File: src/rtl/serial_adder_ctrl.sv
// -----------------------------------------------------------------------------
// serial_adder_ctrl
//
// Adds two WIDTH-bit operands plus a carry-in, one bit per clock. A single
// full-adder slice (two half_adder instances and an OR gate) is reused for
// every bit position. Jobs are requested with a start pulse. o_busy covers
// the whole job. o_done pulses once when the result is valid.
//
// Ports:
//   i_clk    : clock; all state updates on the rising edge
//   i_rst    : asynchronous active-high reset
//   i_start  : job request, sampled only while idle
//   i_a, i_b : operands, captured when a start is accepted
//   i_cin    : carry-in, captured when a start is accepted
//   o_busy   : high while a job is in progress (ADD or DONE)
//   o_done   : one-cycle pulse, the result is valid
//   o_sum    : result sum, held until the next completion
//   o_carry  : result carry-out, held until the next completion
// -----------------------------------------------------------------------------

module half_adder (
    input  logic a,
    input  logic b,
    output logic s,
    output logic c
);
    assign s = a ^ b;
    assign c = a & b;
endmodule

module serial_adder_ctrl #(
    parameter int WIDTH = 8
) (
    input  logic             i_clk,
    input  logic             i_rst,
    input  logic             i_start,
    input  logic [WIDTH-1:0] i_a,
    input  logic [WIDTH-1:0] i_b,
    input  logic             i_cin,
    output logic             o_busy,
    output logic             o_done,
    output logic [WIDTH-1:0] o_sum,
    output logic             o_carry
);

    localparam int CNT_W = (WIDTH > 1) ? $clog2(WIDTH) : 1;
    localparam logic [CNT_W-1:0] CNT_LAST = CNT_W'(WIDTH - 1);

    typedef enum logic [1:0] {
        IDLE = 2'd0,
        ADD  = 2'd1,
        DONE = 2'd2
    } state_t;

    state_t state;
    state_t state_nxt;

    logic [WIDTH-1:0] shift_a;
    logic [WIDTH-1:0] shift_b;
    // The last sum bit comes straight from the adder slice, so the register
    // only has to hold the WIDTH-1 bits that were produced earlier.
    logic [WIDTH-2:0] shift_sum;
    logic [WIDTH-1:0] sum_shifted;
    logic             carry_reg;
    logic [CNT_W-1:0] cnt;

    logic s1, c1, s2, c2;
    logic carry_nxt;
    logic last_bit;

    half_adder u_ha1 (
        .a (shift_a[0]),
        .b (shift_b[0]),
        .s (s1),
        .c (c1)
    );

    half_adder u_ha2 (
        .a (s1),
        .b (carry_reg),
        .s (s2),
        .c (c2)
    );

    assign carry_nxt   = c1 | c2;
    assign last_bit    = (cnt == CNT_LAST);
    // The new bit enters at the MSB. Once all WIDTH bits are done, this
    // value is the complete sum.
    assign sum_shifted = {s2, shift_sum};

    always_comb begin
        state_nxt = state;
        case (state)
            IDLE:    if (i_start) state_nxt = ADD;
            ADD:     if (last_bit) state_nxt = DONE;
            DONE:    state_nxt = IDLE;
            default: state_nxt = IDLE;
        endcase
    end

    always_ff @(posedge i_clk or posedge i_rst) begin
        if (i_rst) begin
            state     <= IDLE;
            o_busy    <= 1'b0;
            o_done    <= 1'b0;
            o_sum     <= '0;
            o_carry   <= 1'b0;
            shift_a   <= '0;
            shift_b   <= '0;
            shift_sum <= '0;
            carry_reg <= 1'b0;
            cnt       <= '0;
        end else begin
            state  <= state_nxt;
            // The outputs are registered copies of the next state, so they
            // line up with the state register and never glitch.
            o_busy <= (state_nxt != IDLE);
            o_done <= (state_nxt == DONE);

            case (state)
                IDLE: begin
                    if (i_start) begin
                        shift_a   <= i_a;
                        shift_b   <= i_b;
                        carry_reg <= i_cin;
                        shift_sum <= '0;
                        cnt       <= '0;
                    end
                end
                ADD: begin
                    shift_a   <= shift_a >> 1;
                    shift_b   <= shift_b >> 1;
                    shift_sum <= sum_shifted[WIDTH-1:1];
                    carry_reg <= carry_nxt;
                    if (last_bit) begin
                        // The counter holds at its last value and is reloaded
                        // by the next start, so it never wraps.
                        o_sum   <= sum_shifted;
                        o_carry <= carry_nxt;
                    end else begin
                        cnt <= cnt + 1'b1;
                    end
                end
                default: ;
            endcase
        end
    end

endmodule

File: config.mk
export PLATFORM = sky130hd
export DESIGN_NAME = serial_adder_ctrl
export DESIGN_NICKNAME = d
export VERILOG_FILES = /design/src/rtl/serial_adder_ctrl.sv
export SDC_FILE = /design/constraint.sdc
export NUM_CORES = 1
export LEC_CHECK = 0
export CORE_MARGIN = 4
export CORE_UTILIZATION = 56
export DETAILED_ROUTE_END_ITERATION = 6
export GPL_TIMING_DRIVEN = 0
export MAX_ROUTING_LAYER = met4
export PLACE_DENSITY = 0.84
export RECOVER_POWER = 50
export SYNTH_ARGS = -nofsm -noshare
export SYNTH_HDL_FRONTEND = slang
export SYNTH_SLANG_ARGS = --single-unit
File: constraint.sdc
create_clock -name i_clk -period 3 [get_ports i_clk]
set_input_delay 0.45 -clock i_clk [delete_from_list [all_inputs] [get_ports i_clk]]
set_output_delay 0.45 -clock i_clk [all_outputs]
set_load 0.01 [all_outputs]
==> flow_summary.yaml <==
hold_path:
  holdPathEnd: "o_sum[1]"
  min-delay-start: "o_sum[1]"
  min_path_cells: 1
  hp-class: "flop to flop"
synthesis:
  netlist_area_um2: 1810
  yosys-top-cells-area: "dfrtp_1 (55%), a221oi_1 (6.8%), nor3b_1 (6.2%), mux2_2 (5.0%), a22o_1 (4.4%)"
  ys_ff_latch: 40
  synth_top_area_share_pct: 55.4
  syn_nets: 176
  synthCells: 153
  yosysSeqAreaShare_pct: 55.4
  yosysUniqueCellTypes: 23
  synth_area_leader_cell: "dfrtp_1"
  avgSynthCellArea_um2: 11.8
  yosys_warnings: 0
worst_setup_path:
  r2r_slack_ps: 1230
  critPathCaptureType: "flop"
  r2r-end: "carry_reg"
  required_ps: 3200
  path_max_fanout: 10
  crit_type: "primary input to flop"
  r2r_cells: 4
  cp.arrival_ps: 2160
  r2r_start: "state[0]"
  critPathLaunchType: "primary input"
detailed_routing:
  drc: 0
  drt-total-wl_mm: 3.60
  drt_iter0_markers: 67
  ant_nets: 0
  wl_per_cell_um: 15.3
  vias: 1314
  drt-vias-per-instance: 5.59
  dr.pass1.iters: 4
pwr:
  p_total_mw: 2.17
  pwr_density_cell_nw_per_um2: 975
  vdd_drop_max_v: 0.000602
  power.static_leakage_nw: 1.05
layout:
  final_cell_area_um2: 2230
  drive_gt1_share_pct: 12.0
  syn_to_final_growth_pct: 23.3
  fin_util_pct: 72.3
  largestRegisters: "o_sum x8, shift_a x8, shift_b x8"
  final_cells: 235
  fin_nets: 213
  n_antenna_cell: 0
placement:
  routabilityCongestion: 0.816
  placed_area_um2: 2160
  dp.cells: 227
  io_buffers: 30
  place_hpwl_mm: 2.57
timing:
  drv_slew: 0
  clock_skew_ps: 2.15
  timing.final.crit_share_pct: 65.3
  slew_headroom_pct: 3.26
  timing.final.hold_violations: 0
  min_period_ps: 1960
  timing.setup.tns_ps: 0
  setup_viol: 0
  max_freq_mhz: 511
  worst_pin_slew_ps: 1450
  rsz0062_at_grt: "false"
global_route:
  track_usage_pct: 20.6
  grt_max_degree: 41
  grt_pass1_wl_mm: 6.44
  first_global_vias: 1447
  gr-total-overflow: 0
  antenna_found_initial: 0
clocking:
  hold_buffers: 0
  cts_buffers: 5
  max-clock-path-buffers: 2
  cts.clk_slew.worst_paths_ps: 120
  cts.sinks: 40
  clock_latency_ps: 350
  clockRootBuffer: "clkbuf_4"
  cts_resized: 0
  postCtsSetupRepairBufs: 0
  cts_htree_levels: 2
  cts_tree: "yes"
floorplan:
  die-area_um2: 4200
  fp-row-count: 20
  die_w_um: 64.8
  ioPinCount: 31
  initial_core_util_pct: 58.7
  die_y_um: 64.8
  core_um2: 3080
job:
  cap_violations: 0
status:
  status: "finished, final reports clean"
-- worst max path at each step --
stage,startpoint,end,depth (start not counted)
floorplan,cnt[0],o_sum[0],5
global placement,i_rst,shift_a[3],2
detailed placement,i_start,shift_b[6],4
CTS,o_sum[6],o_sum[6],1
global route,i_rst,shift_b[3],2
finish,i_start,carry_reg,5
-- cell families (layout without fill, tap and decap cells) --
family                   after synthesis  in the layout  synth area share (%)
multiplexers                           9              9                  5.54
adder cells (fa/ha/maj)                3              3                  2.49
buffers and inverters                 33             71                  8.94
flip-flops                            40             40                  55.4
AND/OR/NAND/NOR                       39             39                  13.1
AO/OA/AOI/OAI                         29             29                  14.5
-- worst max-delay path, cell delays in order --
cell	delay, ps
dlygate4sd3_1	610
o21bai_4	140
clkbuf_1	380
clkbuf_1	440
a222oi_1	140
-- cells in the mapped netlist --
library cell,n
clkbuf_1,4
fa_1,1
nor4b_1,1
nor3b_1,15
a211o_1,3
nor2b_1,2
nand3b_1,1
a22o_1,9
mux2i_1,1
a221oi_1,14
buf_2,3
inv_1,21
o21bai_4,1
a21oi_1,1
and3_1,3
dfrtp_1,40
buf_6,4
a222oi_1,1
nor2_1,15
nor4bb_1,2
ha_1,2
buf_4,1
mux2_2,8
-- area by class of cell --
cell class | count | area (um2)
Sequential cell | 40 | 1000
Fill cell | 229 | 852
Multi-Input combinational cell | 80 | 643
Timing Repair Buffer | 30 | 300
Inverter | 21 | 78.8
Buffer | 12 | 67.6
Tap cell | 44 | 55.1
Clock inverter | 3 | 42.5
Clock buffer | 5 | 37.5
-- cells in the final DEF, fill, tap and decap left out, drive strengths merged, types with 6 or more instances in the layout --
cell           netlist  layout
nor3b               15      15
buf                  8       6
a22o                 9       9
clkdlybuf4s50        0      28
a221oi              14      14
dfrtp               40      40
mux2                 8       8
inv                 21      21
nor2                15      15
clkbuf               4      11
-- power breakdown --
group | switching (mW) | total, mW | internal, mW
Clock | 0.178 | 0.352 | 0.174
Sequential | 0.137 | 0.912 | 0.775
Combinational | 0.415 | 0.906 | 0.490
-- stage by stage --
stage	hold WS (ps)	worst slack [ps]
after global placement	480	851
after CTS	521	1270
after global routing	549	878
after detailed placement	492	1050
after floorplan	462	1460
final	518	1040
-- routing by layer --
metal | vias up | share of wire (%) | track usage, %
met5 | - | 0 | -
met4 | 0 | 1.4 | 8.18
met3 | 7 | 3.8 | 4.85
met2 | 28 | 53 | 35.5
met1 | 663 | 42 | 23.0
li1 | 616 | - | -
Note: power is estimated with default switching activity, not from simulation.
